--- config.mk ---
export PLATFORM = sky130hd
export DESIGN_NAME = hamming_encode_tx
export DESIGN_NICKNAME = d
export VERILOG_FILES = /design/src/rtl/hamming_encode_tx.sv
export SDC_FILE = /design/constraint.sdc
export NUM_CORES = 1
export LEC_CHECK = 0
export CORE_MARGIN = 3
export CORE_UTILIZATION = 52
export DETAILED_ROUTE_END_ITERATION = 8
export GPL_TIMING_DRIVEN = 0
export PLACE_DENSITY = 0.81
export SLEW_MARGIN = 40
export SYNTH_ARGS = -nofsm -noshare
export SYNTH_HDL_FRONTEND = slang
export SYNTH_SLANG_ARGS = --single-unit
--- constraint.sdc ---
create_clock -name clk -period 2.94 [get_ports clk]
set_input_delay 0.588 -clock clk [delete_from_list [all_inputs] [get_ports clk]]
set_output_delay 0.588 -clock clk [all_outputs]
set_load 0.005 [all_outputs]
--- src/rtl/hamming_encode_tx.sv ---
// Hamming(38,32) encoder with optional single-bit error injection and a
// ready/valid serialiser. One frame is 38 bits, and frames can run back-to-back.
module hamming_encode_tx #(
  parameter bit LSB_FIRST = 1'b1
) (
  input  logic        clk,
  input  logic        rst,
  input  logic [31:0] in_data,
  input  logic [5:0]  in_err_pos,
  input  logic        in_valid,
  output logic        in_ready,
  output logic        tx_bit,
  output logic        tx_valid,
  output logic        tx_sof,
  output logic        tx_eof,
  input  logic        tx_ready,
  output logic [37:0] code_word
);

  typedef enum logic {StIdle, StShift} state_e;

  localparam logic [5:0] LastCnt = 6'd37;

  state_e      r_state, w_state_next;
  logic [5:0]  r_cnt, w_cnt_next;
  logic [37:0] r_code, w_code_next;
  logic [37:0] w_data_cw;
  logic [5:0]  w_par;
  logic [37:0] w_enc;
  logic        w_in_ready;
  logic [5:0]  w_bit_idx;

  // Scatter the payload into the non-power-of-two codeword positions.
  always_comb begin
    w_data_cw        = '0;
    w_data_cw[2]     = in_data[0];
    w_data_cw[6:4]   = in_data[3:1];
    w_data_cw[14:8]  = in_data[10:4];
    w_data_cw[30:16] = in_data[25:11];
    w_data_cw[37:32] = in_data[31:26];
  end

  // Parity k covers every position p (1-based) with bit k set; parity slots are
  // still zero in w_data_cw, so including them does not disturb the sum.
  always_comb begin
    w_par = '0;
    for (int k = 0; k < 6; k++) begin
      for (int i = 0; i < 38; i++) begin
        if ((((i + 1) >> k) & 1) != 0) begin
          w_par[k] = w_par[k] ^ w_data_cw[i];
        end
      end
    end
  end

  // Merge parity into the codeword and flip the requested bit, if any.
  always_comb begin
    w_enc     = w_data_cw;
    w_enc[0]  = w_par[0];
    w_enc[1]  = w_par[1];
    w_enc[3]  = w_par[2];
    w_enc[7]  = w_par[3];
    w_enc[15] = w_par[4];
    w_enc[31] = w_par[5];
    if ((in_err_pos != 6'd0) && (in_err_pos <= 6'd38)) begin
      w_enc[in_err_pos - 6'd1] = ~w_enc[in_err_pos - 6'd1];
    end
  end

  // Next-state logic; a new word may load on the final bit of the current frame.
  always_comb begin
    w_state_next = r_state;
    w_cnt_next   = r_cnt;
    w_code_next  = r_code;
    w_in_ready   = 1'b0;
    unique case (r_state)
      StIdle: begin
        w_in_ready = 1'b1;
      end
      StShift: begin
        if (tx_ready) begin
          if (r_cnt == LastCnt) begin
            w_in_ready   = 1'b1;
            w_state_next = StIdle;
            w_cnt_next   = 6'd0;
          end else begin
            w_cnt_next = r_cnt + 6'd1;
          end
        end
      end
    endcase
    if (in_valid && w_in_ready) begin
      w_code_next  = w_enc;
      w_cnt_next   = 6'd0;
      w_state_next = StShift;
    end
  end

  // State registers; reset aborts any frame in flight.
  always_ff @(posedge clk or posedge rst) begin
    if (rst) begin
      r_state <= StIdle;
      r_cnt   <= 6'd0;
      r_code  <= '0;
    end else begin
      r_state <= w_state_next;
      r_cnt   <= w_cnt_next;
      r_code  <= w_code_next;
    end
  end

  // Outputs decode directly from the registered state so reset clears them at once.
  always_comb begin
    w_bit_idx = LSB_FIRST ? r_cnt : (LastCnt - r_cnt);
    in_ready  = w_in_ready;
    code_word = r_code;
    tx_valid  = (r_state == StShift);
    tx_sof    = tx_valid && (r_cnt == 6'd0);
    tx_eof    = tx_valid && (r_cnt == LastCnt);
    tx_bit    = tx_valid ? r_code[w_bit_idx] : 1'b0;
  end

endmodule

=== Word-level counts from Yosys, hierarchy flattened ===
Index checks and enable logic that the tools add are counted.

* Register bits after elaboration: 45
* Output and inout bits: 43
* Logic and storage cells: 126
* Bits of input ports: 42

* Reductions and logical operators: 10
* Multiplexer cells: 20
* Equal/unequal tests: 1
* Add/subtract/negate cells: 2
* Magnitude comparators: 4
* Bitwise gates (word level): 86

{| class="wikitable"
|+ Operator list
! cell !! count
|-
| 1-bit XOR || 84
|-
| 38-bit bitwise mux || 1
|-
| 38-bit 2-to-1 mux || 1
|-
| 6-bit 2-to-1 mux || 4
|-
| 6-bit by 7-bit less-than comparator with 1-bit output, second input constant || 2
|-
| 1-bit binary-select mux with 6-bit select || 2
|-
| 1-bit 2-to-1 mux || 10
|-
| 6-bit by 1-bit adder with 6-bit output, second input constant || 1
|-
| 1-bit demux with 6-bit select || 1
|-
| 6-bit equality test, second input constant || 1
|-
| 6-bit by 1-bit greater-or-equal comparator with 1-bit output, second input constant || 1
|-
| 6-bit <= comparator, second input constant || 1
|-
| 6-bit zero test || 1
|-
| 6-bit nonzero test || 1
|-
| 6-bit by 1-bit subtractor with 6-bit output, second input constant || 1
|-
| 1-bit logical AND || 5
|-
| 2-bit nonzero test || 2
|-
| 1-bit inverter || 2
|-
| 1-bit one-hot mux with 2 select lines || 1
|-
| 2-bit AND reduction || 1
|}

=== Depth between registers and ports, before layout ===
Gate-level depths: netlist (run 1).

* Depth after elaboration: 22
* Depth in mapped cells: 12
* Depth with buffers taken out: 8

=== Worst setup path before layout (run 1) ===
OpenSTA, ideal clock, no wires.

* Path type: input port to flip-flop
* Start: in in_err_pos[0]
* End: reg r_code[20] (netlist: code_word[20])
* Stages on the path: 10
* Required time: 2.786 ns
* Library setup time: 0.154 ns
* Buffers on the path: 2
* Data arrival time: 2.879 ns
* Setup slack: -0.094 ns
* Cell sequence: buf_2 -> buf_2 -> inv_1 -> ha_1 -> xor2_2 -> mux2_2 -> a221oi_2 -> a211oi_2 -> nor3_4 -> a22oi_1

* Longest elaborated chain between the ends: 7

{| class="wikitable"
|+ RTL lines
! what !! RTL line !! RTL
|-
| from (decl) || 9 || <nowiki>input logic [5:0] in_err_pos,</nowiki>
|-
| 6-bit by 1-bit subtractor with 6-bit output || 66 || <nowiki>w_enc[in_err_pos - 6'd1] = ~w_enc[in_err_pos - 6'd1];</nowiki>
|-
| 6-bit by 7-bit less-than comparator with 1-bit output (not written as such) or 6-bit by 1-bit greater-or-equal comparator with 1-bit output (tied branches) || 66 ||
|-
| 1-bit logical AND (not written as such) || 66 ||
|-
| 1-bit 2-to-1 mux (not written as such) || 66 ||
|-
| 1-bit demux with 6-bit select || 66 ||
|-
| 38-bit bitwise mux || 66 ||
|-
| 38-bit 2-to-1 mux * || 65 || <nowiki>if ((in_err_pos != 6'd0) && (in_err_pos <= 6'd38)) begin</nowiki>
|-
| to (signal assigned) || 108 || <nowiki>r_code <= w_code_next;</nowiki>
|-
| to (decl) || 26 || <nowiki>logic [37:0] r_code, w_code_next;</nowiki>
|}

Mark *: on every way between the ends. The rest lies on a longest branch, timed or not. The select of a mux whose other input is x is not followed.
A chain may end at the register's enable or synchronous reset.

=== Worst setup path in the final report (run 1) ===
* Start: in tx_ready
* End: out in_ready

* Longest elaborated chain between the ends: 2

{| class="wikitable"
|+ RTL lines
! what !! RTL line !! RTL
|-
| from (decl) || 16 || <nowiki>input logic tx_ready,</nowiki>
|-
| 1-bit 2-to-1 mux || 81 || <nowiki>if (tx_ready) begin</nowiki>
|-
| 1-bit one-hot mux with 2 select lines || 76 || <nowiki>unique case (r_state)</nowiki>
|-
| to (decl) || 11 || <nowiki>output logic in_ready,</nowiki>
|}

No other way between the ends.

==> results of run 1 <==
[synthesized netlist by cell type (all sizes together) (10+ instances only)]
| cell | instances |
|---|---|
| mux2i | 15 |
| buf | 15 |
| xnor2 | 31 |
| o211ai | 14 |
| nand2 | 41 |
| a22oi | 13 |
| clkbuf | 10 |
| dfrtp | 45 |
| a21oi | 22 |
| nor2 | 36 |
| xnor3 | 12 |
| o21ai | 38 |
| mux4 | 13 |
| inv | 22 |
[per-layer routing]
metal | up-vias | share of wire, % | track usage, %
met5 | - | 0 | 0
met4 | 0 | 4.0 | 13.48
met3 | 55 | 7.6 | 5.689
met2 | 227 | 50 | 53.31
met1 | 1982 | 39 | 39.68
li1 | 1787 | - | -
[worst register-to-register path: cells and delay by family, from the launching register on]
kind,cells,cell delay (ns)
AO/OA/AOI/OAI,3,1.17
AND/OR/NAND/NOR,2,0.54
flip-flops,1,0.44
buffers and inverters,2,0.29
adder cells (fa/ha/maj),1,0.14
[power by group through the flow]
stage               clock network [mW]  registers, mW  logic (mW)
global placement                     0          0.892        1.36
detailed placement                   0          0.900        1.39
CTS                              0.396          0.891        1.44
finish                           0.395          0.894        1.50
floorplan                            0          0.869       0.838
global route                     0.426          0.910        1.61
[cell families after synthesis]
logic type	synth area share, %
flops	27.83
simple gates	16.54
fa+ha+maj	1.855
buf+inv	5.257
compound gates	20.35
mux	12.06
xor+xnor	16.11
[layout make-up]
cell class,count,area (sq um)
flip-flops and latches,45,1127
inverters,22,88.84
repair buffers,91,877.1
multi-input cells,341,2879
well taps,99,123.9
clock inverters,3,21.27
clock buffers,5,68.82
plain buffers,24,167.7
fillers,543,2054
[cells in the final DEF (no fill, tap or decap), types with 5 or more instances in the layout]
cell type	synthesis	layout
clkbuf_1	10	7
a22oi_1	13	13
mux2i_1	15	15
clkbuf_8	0	5
mux4_2	13	13
nor3_1	6	5
inv_1	22	20
buf_2	11	8
o21ai_0	34	34
xnor3_1	12	12
nand2_1	41	40
a21oi_1	22	22
dfrtp_1	45	44
xor2_1	8	8
clkdlybuf4s50_1	0	78
buf_4	0	13
nor2_1	36	36
o211ai_1	14	14
nand3_1	9	9
xnor2_1	31	30
[path summary, 6_finish.rpt]
check | start | to | slack (ns) | cells past startpoint
setup / recovery | tx_ready | in_ready | 0.09 | 4
hold / removal | code_word[36]$_DFFE_PP0P_ | code_word[36]$_DFFE_PP0P_ | 0.51 | 2
setup reg to reg | r_cnt[1]$_DFFE_PP0P_ | code_word[4]$_DFFE_PP0P_ | 0.21 | 8
hold reg to reg | code_word[36]$_DFFE_PP0P_ | code_word[36]$_DFFE_PP0P_ | 0.51 | 2
max in group asynchronous | rst | r_cnt[1]$_DFFE_PP0P_ | 1.85 | 2
min in group asynchronous | rst | code_word[32]$_DFFE_PP0P_ | 0.69 | 2
[registers in the layout, summed over array words and instances, names as in the netlist]
| name | flops |
|---|---|
| r_cnt | 6 |
| tx_valid | 1 |
| code_word | 38 |
[through the flow]
stage                     cell area, sq um  utilization (%)  setup WS (ns)  cells
after CTS                             5235            70.66      -0.002045    626
after detailed placement              4996            67.44        -0.6147    612
after global placement                4976            67.17        -0.7372    612
final                                 5354            72.27        0.08625    630
after floorplan                       4051                -        0.02479    433
after global routing                  5354            72.27       -0.01576    630
[repair_timing]
item                                    in CTS  in global routing
buffers inserted                             7                  4
endpoints found under the setup margin      32                 29
resized for setup                           26                 16
hold buffers                                 0                  0
pin swaps                                    7                  4
==> results_dict.tcl, run 1 <==
set metrics [dict create \
    gp_congestion 1.005 \
    leakagePower_nw 2.213 \
    die_y_um 94.21 \
    dr.pass1.iters 7 \
    die_area_sq_um 8876 \
    max_stage_delay_ns 0.58 \
    slew_headroom_pct 48.55 \
    num_vias 4051 \
    wl_per_cell_um 21.60 \
    rows 31 \
    remaining_drc_errors 0 \
    worst_pin_slew_ns 0.7654 \
    post-route-period-util_pct 97.07 \
    max-clock-path-buffers 2 \
    grt_overflow 0 \
    max_freq_ghz 0.3504 \
    ys_types 62 \
    antenna_found_initial 0 \
    avgSynthCellArea_sq_um 9.345 \
    areaGrowthSynthToFinish_pct 32.31 \
    path_class "input pin to primary output" \
    yosysTopAreaCell "dfrtp_1" \
    power.density_nw_per_um2 521.0 \
    hold_viol 0 \
    netSwitchingFraction_pct 37.63 \
    post-route-min-period_ns 2.854 \
    ys_seq_area_share_pct 27.83 \
    ys_ff_latch 45 \
    start_util_pct 54.62 \
    cp-start-kind "input pin" \
    cts_root_buffer "clkbuf_8" \
    cts.sinks 45 \
    cts.clk_slew.worst_paths_ns 0.08 \
    yosys-top-cells-area "dfrtp_1 (28%), mux4_2 (7.2%), xnor2_1 (6.7%)" \
    setup-tns-final_ns 0 \
    cp.arrival_ns 2.27 \
    clkPwrFrac_pct 14.1 \
    worstPathRequired_ns 2.35 \
    rsz0062_at_grt "true" \
    status "complete, no violations" \
    total_power_mw 2.789 \
    path_buf_inv 2 \
    cp_slowest_cell "clkdlybuf4s50_1" \
    drive_gt1_share_pct 16.38 \
    nets 578 \
    track_usage_pct 31.62 \
    grt_pass1_wl_um 21130 \
    io_pins 85 \
    seq_power_share_pct 32.1 \
    grt_pass1_vias 3955 \
    hp-class "register to register" \
    die_x_um 94.21 \
    power.net_switching_mw 1.050 \
    synthFlopType "dfrtp_1" \
    drv_slew 0 \
    syn_inst 433 \
    vdd_drop_max_v 0.0002406 \
    syn_nets 481 \
    clkLatencyLatePin_ns 0.30 \
    vias_per_cell 6.430 \
    diodes 0 \
    routed_wl_um 13610 \
    synth_top_area_share_pct 27.83 \
    hold_slack_ns 0.5092 \
    fin_worst_skew_ns 0.009628 \
    cts_tree "yes" \
    yosys_warnings 0 \
    final_antenna_net_count 0 \
    intPower_mw 1.740 \
    drtIter0Drc 353 \
    pwr-share-comb_pct 53.8 \
    netlist_area_sq_um 4046 \
    grt_start_max_net_pins 46 \
    drv_cap 0 \
    path_delay_family "buffers and inverters" \
    crit_chain "clkdlybuf4s50_1 -> nand2_1 -> o41ai_4 -> clkdlybuf4s50_1" \
    ys_async_sr_fraction_pct 100.0 \
    synth_enable_flop_cells 0 \
    numPortBuffers 80 \
    core_area_sq_um 7408 \
    cts_made_buffers 5 \
    crit_fanout 7 \
    cts_htree_levels 2 \
    hpwl_um 10540 \
    cp_common_cell "clkdlybuf4s50_1" \
    finalSetupViolCount 0 \
    crit_path_end_kind "primary output" \
]
No activity file was read; power rests on OpenSTA's default activity.
==> run 2, diff against run 1 <==
CORE_UTILIZATION = 45   (was 52)
PLACE_DENSITY = 0.72   (was 0.81)
REMOVE_ABC_BUFFERS = 1   (was default)
==> run 2 against run 1 <==
Effect of this change:
- final cell count decreased by 0.48%
- combinational power is essentially flat
- total power is 4.6% higher
- critical path depth grew 3
- highest routed layer unchanged
- largest cell class unchanged
- clock power up 20%
==> results_dict.tcl, run 2 (synthesis gave the netlist of run 1 again) <==
set metrics [dict create \
    status "complete, no violations" \
    vias_per_cell 6.337 \
    place_ws_ns -1.616 \
    total_power_mw 2.918 \
    cp-start-kind "register" \
    die_area_sq_um 10170 \
    worstPathRequired_ns 2.35 \
    grt_overflow 0 \
    holdPathEnd "code_word[33]$_DFFE_PP0P_" \
    cts.sinks 45 \
    largest_reg_flops 38 \
    routed_wl_um 13640 \
    max-clock-path-buffers 2 \
    hp-start "code_word[33]$_DFFE_PP0P_" \
    final_cell_mix "clkdlybuf4s50_1 (79), dfrtp_1 (43), nand2_1 (40), nor2_1 (36), o21ai_0 (34)" \
    fin_worst_skew_ns 0.01034 \
    num_vias 3973 \
    power.density_nw_per_um2 536.5 \
    drtIter0Drc 445 \
    drive_gt1_share_pct 16.86 \
    post-route-min-period_ns 2.899 \
    drv_slew 0 \
    cts.clk_slew.worst_paths_ns 0.09 \
    vdd_drop_max_v 0.0002443 \
    hpwl_um 10110 \
    clkLatencyLatePin_ns 0.30 \
    slew_headroom_pct 52.41 \
    nets 569 \
    reg2reg_slack_ns 0.24 \
    dr.pass1.iters 5 \
    areaGrowthSynthToFinish_pct 34.42 \
    hold_slack_ns 0.5114 \
    worst_pin_slew_ns 0.7099 \
    max_freq_ghz 0.3450 \
    hp-class "register to register" \
    cts_tree "yes" \
    ff2ff_path_depth 8 \
    rsz0062_at_grt "true" \
    rr_startpoint "r_cnt[0]$_DFFE_PP0P_" \
    track_usage_pct 26.98 \
    post-route-period-util_pct 98.59 \
    antenna_found_initial 0 \
    remaining_drc_errors 0 \
    final_antenna_net_count 0 \
    cts_made_buffers 5 \
    hold_buffers 0 \
    r2r_end "code_word[11]$_DFFE_PP0P_" \
    grt_start_max_net_pins 39 \
    numPortBuffers 84 \
    cts_root_buffer "clkbuf_8" \
    final_common_cell "clkdlybuf4s50_1" \
    place_area_sq_um 4975 \
    finalSetupViolCount 0 \
    hold_viol 0 \
    io_pins 85 \
    fin_ws_ns 0.04142 \
    start_util_pct 47.80 \
    core_area_sq_um 8464 \
    grt_pass1_vias 3804 \
    crit_path_end_kind "primary output" \
    drv_cap 0 \
    grt_pass1_wl_um 21200 \
    die_x_um 100.8 \
    die_y_um 100.8 \
    wl_per_cell_um 21.75 \
    nFillCells 709 \
    fin_area_sq_um 5439 \
    min_path_cells 2 \
    setup-tns-final_ns 0 \
    cts_htree_levels 2 \
    leakagePower_nw 2.239 \
    path_class "register to primary output" \
    gp_congestion 0.9688 \
    rows 33 \
    diodes 0 \
    crit_fanout 7 \
    cp.arrival_ns 2.31 \
]
## run 2: cell count changes in the layout (fill, tap and decap cells not counted), moves of 2 or more
cell,change
nor3_2,+2
or4_4,+2
buf_12,+6
or4_1,-2
buf_4,+2
buf_6,-3
clkbuf_1,-6
dfrtp_4,+2
buf_2,-6
buf_8,-3
## run 2: cell type report
type                    count  area [sq um]  share of cell area [%]
repair buffers            106          1091                   20.06
clock buffers               6         72.57                   1.334
clock inverters             2         35.03                  0.6441
multi-input cells         341          2887                   53.07
well taps                 105         131.4                   2.415
flip-flops and latches     45          1134                   20.84
inverters                  22         88.84                   1.633
## run 2: worst max-delay path, stage by stage, from the launching register on
cell	delay (ns)
dfrtp_4	0.49
buf_12	0.15
buf_12	0.12
mux4_2	0.46
mux4_2	0.50
nand3_2	0.09
a21boi_1	0.05
buf_2	0.12
## run 2: how the worst max path moves through the flow
| stage | end | depth (start not counted) | from |
|---|---|---|---|
| after detailed placement | code_word[18]$_DFFE_PP0P_ | 9 | in_err_pos[0] |
| after CTS | code_word[29]$_DFFE_PP0P_ | 9 | in_err_pos[0] |
| final | tx_bit | 7 | r_cnt[0]$_DFFE_PP0P_ |
| after floorplan | code_word[20]$_DFFE_PP0P_ | 7 | r_cnt[0]$_DFFE_PP0P_ |
| after global routing | tx_bit | 7 | r_cnt[0]$_DFFE_PP0P_ |
| after global placement | code_word[35]$_DFFE_PP0P_ | 9 | in_err_pos[0] |
## run 2: what timing repair did
action | 4_1_cts | 5_1_grt
resized for setup | 32 | 9
buffers inserted | 14 | 6
setup endpoints to repair | 41 | 38
pin swaps | 6 | 3
## run 2: report_power, final
part           internal, mW  switching, mW  total (mW)
Clock                 0.253          0.222       0.475
Combinational         0.849          0.645        1.49
Sequential            0.762          0.187       0.949
## run 2: through the flow
stage	instances	util [%]
2_1_floorplan	408	-
3_3_place_gp	597	57.75
3_5_place_dp	599	58.77
4_1_cts	621	62.88
5_1_grt	627	64.26
6_report	627	64.26
## run 2: per-layer routing
layer | global-route usage [%] | part of all wire, % | vias up
met1 | 35.20 | 39 | 1938
li1 | - | - | 1767
met5 | 0 | 0 | -
met3 | 5.398 | 8.6 | 44
met2 | 44.10 | 48 | 224
met4 | 10.36 | 3.6 | 0
==> run 3, diff against run 2 <==
CORE_UTILIZATION = 52   (was 45)
PLACE_DENSITY = 0.81   (was 0.72)
==> run 3 against run 2 <==
Effect of this change:
- flip-flop and latch count unchanged
- first-iteration DRC count down 4.5%
- routed wire length down 5.0%
- global-route usage up 3.3 points
- largest power group unchanged
- highest routed layer unchanged
==> results_dict.tcl, run 3 (synthesis gave the netlist of run 1 again) <==
set metrics [dict create \
    diodes 0 \
    cts_tree "yes" \
    max_stage_delay_ns 0.52 \
    fin_worst_skew_ns 0.003869 \
    hold_viol 0 \
    die_area_sq_um 8876 \
    antenna_found_initial 0 \
    final_common_cell "clkdlybuf4s50_1" \
    power.density_nw_per_um2 534.4 \
    drv_slew 0 \
    dp_cells 593 \
    grt_overflow 0 \
    instances_no_fill 612 \
    die_x_um 94.21 \
    hp-class "input pin to asynchronous set/reset pin" \
    leakagePower_nw 2.192 \
    fin_ws_ns 0.03705 \
    setup-tns-final_ns 0 \
    cp-start-kind "register" \
    vias_per_cell 6.371 \
    intPower_mw 1.827 \
    clkLatencyLatePin_ns 0.30 \
    crit_path_end_kind "primary output" \
    hold_buffers 0 \
    cp_slowest_cell "dfrtp_4" \
    start_util_pct 54.62 \
    final_cell_mix "clkdlybuf4s50_1 (78), dfrtp_1 (43), nand2_1 (40), nor2_1 (36), o21ai_0 (34)" \
    rows 31 \
    cp.arrival_ns 2.31 \
    num_vias 3899 \
    crit_chain "buf_12 -> buf_12 -> mux4_2 -> mux4_2 -> nand3_2 -> a21boi_1 -> buf_2" \
    hpwl_um 9662 \
    areaGrowthSynthToFinish_pct 31.73 \
    total_power_mw 2.848 \
    die_y_um 94.21 \
    remaining_drc_errors 0 \
    clkPwrFrac_pct 17.5 \
    routed_wl_um 12950 \
    multi_input_area_sq_um 2863 \
    max_freq_ghz 0.3445 \
    dr.pass1.iters 6 \
    wl_per_cell_um 21.16 \
    seq_area_sq_um 1131 \
    finalSetupViolCount 0 \
    status "complete, no violations" \
    drive_gt1_share_pct 14.62 \
    slew_headroom_pct 56.62 \
    seq_power_share_pct 34.3 \
    cts_made_buffers 5 \
    path_delay_family "multiplexers" \
    track_usage_pct 30.30 \
    grt_pass1_vias 3822 \
    fin_area_sq_um 5330 \
    rsz0062_at_grt "true" \
    numPortBuffers 84 \
    final_antenna_net_count 0 \
    post-route-min-period_ns 2.903 \
    post-route-period-util_pct 98.74 \
    grt_pass1_wl_um 20480 \
    netSwitchingFraction_pct 35.85 \
    drtIter0Drc 425 \
    nets 560 \
    worstPathRequired_ns 2.35 \
    largest_reg_flops 38 \
    core_area_sq_um 7408 \
    power.net_switching_mw 1.021 \
    place_ws_ns -1.537 \
    max-clock-path-buffers 2 \
    drv_cap 0 \
    pwr-share-comb_pct 48.2 \
    grt_start_max_net_pins 42 \
    path_class "register to primary output" \
    cts.sinks 45 \
    gp_congestion 0.9798 \
    worst_pin_slew_ns 0.6507 \
    nFillCells 575 \
    io_pins 85 \
    cts_htree_levels 2 \
    crit_fanout 7 \
    cts.clk_slew.worst_paths_ns 0.09 \
    cts_root_buffer "clkbuf_8" \
    place_area_sq_um 4955 \
    path_buf_inv 3 \
    vdd_drop_max_v 0.0002815 \
]
==> run 3: layout make-up <==
cell class	count	area share, %
Clock buffer	6	1.549
Clock inverter	2	0.7042
Inverter	22	1.667
Multi-Input combinational cell	341	53.71
Sequential cell	45	21.22
Tap cell	99	2.324
Timing Repair Buffer	97	18.83
==> run 3: worst register-to-register path, stage by stage (launching register included) <==
cell	delay [ns]
dfrtp_2	0.56
inv_1	0.15
ha_1	0.15
nand2_1	0.12
o41ai_4	0.32
nand2_2	0.42
a2111oi_4	0.68
a22oi_1	0.18
==> run 3: path summary, 6_finish.rpt <==
check                                            end  slack, ns                 startpoint  cells past startpoint
hold / removal             code_word[34]$_DFFE_PP0P_       0.50                        rst                      2
min in group clk           code_word[33]$_DFFE_PP0P_       0.53  code_word[33]$_DFFE_PP0P_                      2
setup / recovery                              tx_bit       0.04       r_cnt[0]$_DFFE_PP0P_                      7
setup reg to reg            code_word[4]$_DFFE_PP0P_       0.23       r_cnt[1]$_DFFE_PP0P_                      7
max in group asynchronous       r_cnt[0]$_DFFE_PP0P_       2.02                        rst                      3
hold reg to reg            code_word[33]$_DFFE_PP0P_       0.53  code_word[33]$_DFFE_PP0P_                      2
==> run 3: power by group through the flow <==
stage	clock network, mW	registers [mW]	logic [mW]
3_5_place_dp	0	0.985	1.27
2_1_floorplan	0	0.925	0.746
3_3_place_gp	0	0.977	1.24
5_1_grt	0.522	1.00	1.49
4_1_cts	0.496	0.965	1.34
6_report	0.497	0.977	1.37
==> run 3: per-stage QoR <==
step,utilization [%],hold slack (ns)
CTS,70.98,0.5034
floorplan,-,0.4897
finish,71.95,0.4984
global placement,65.88,0.4886
global route,71.95,0.5110
detailed placement,66.88,0.5027
==> run 3: repair_timing <==
action,CTS,global route
setup endpoints to repair,41,38
resized for setup,28,11
gates cloned,0,0
pin swaps,4,2
hold endpoints to repair,0,0
buffers inserted,8,3
==> run 3: routing by layer <==
layer  share of wire (%)  track usage (%)  vias up
li1                    -                -     1746
met1                  39            40.49     1833
met2                  47            47.93      278
met3                  10            6.010       42
met4                 3.7            12.76        0
met5                   0                0        -
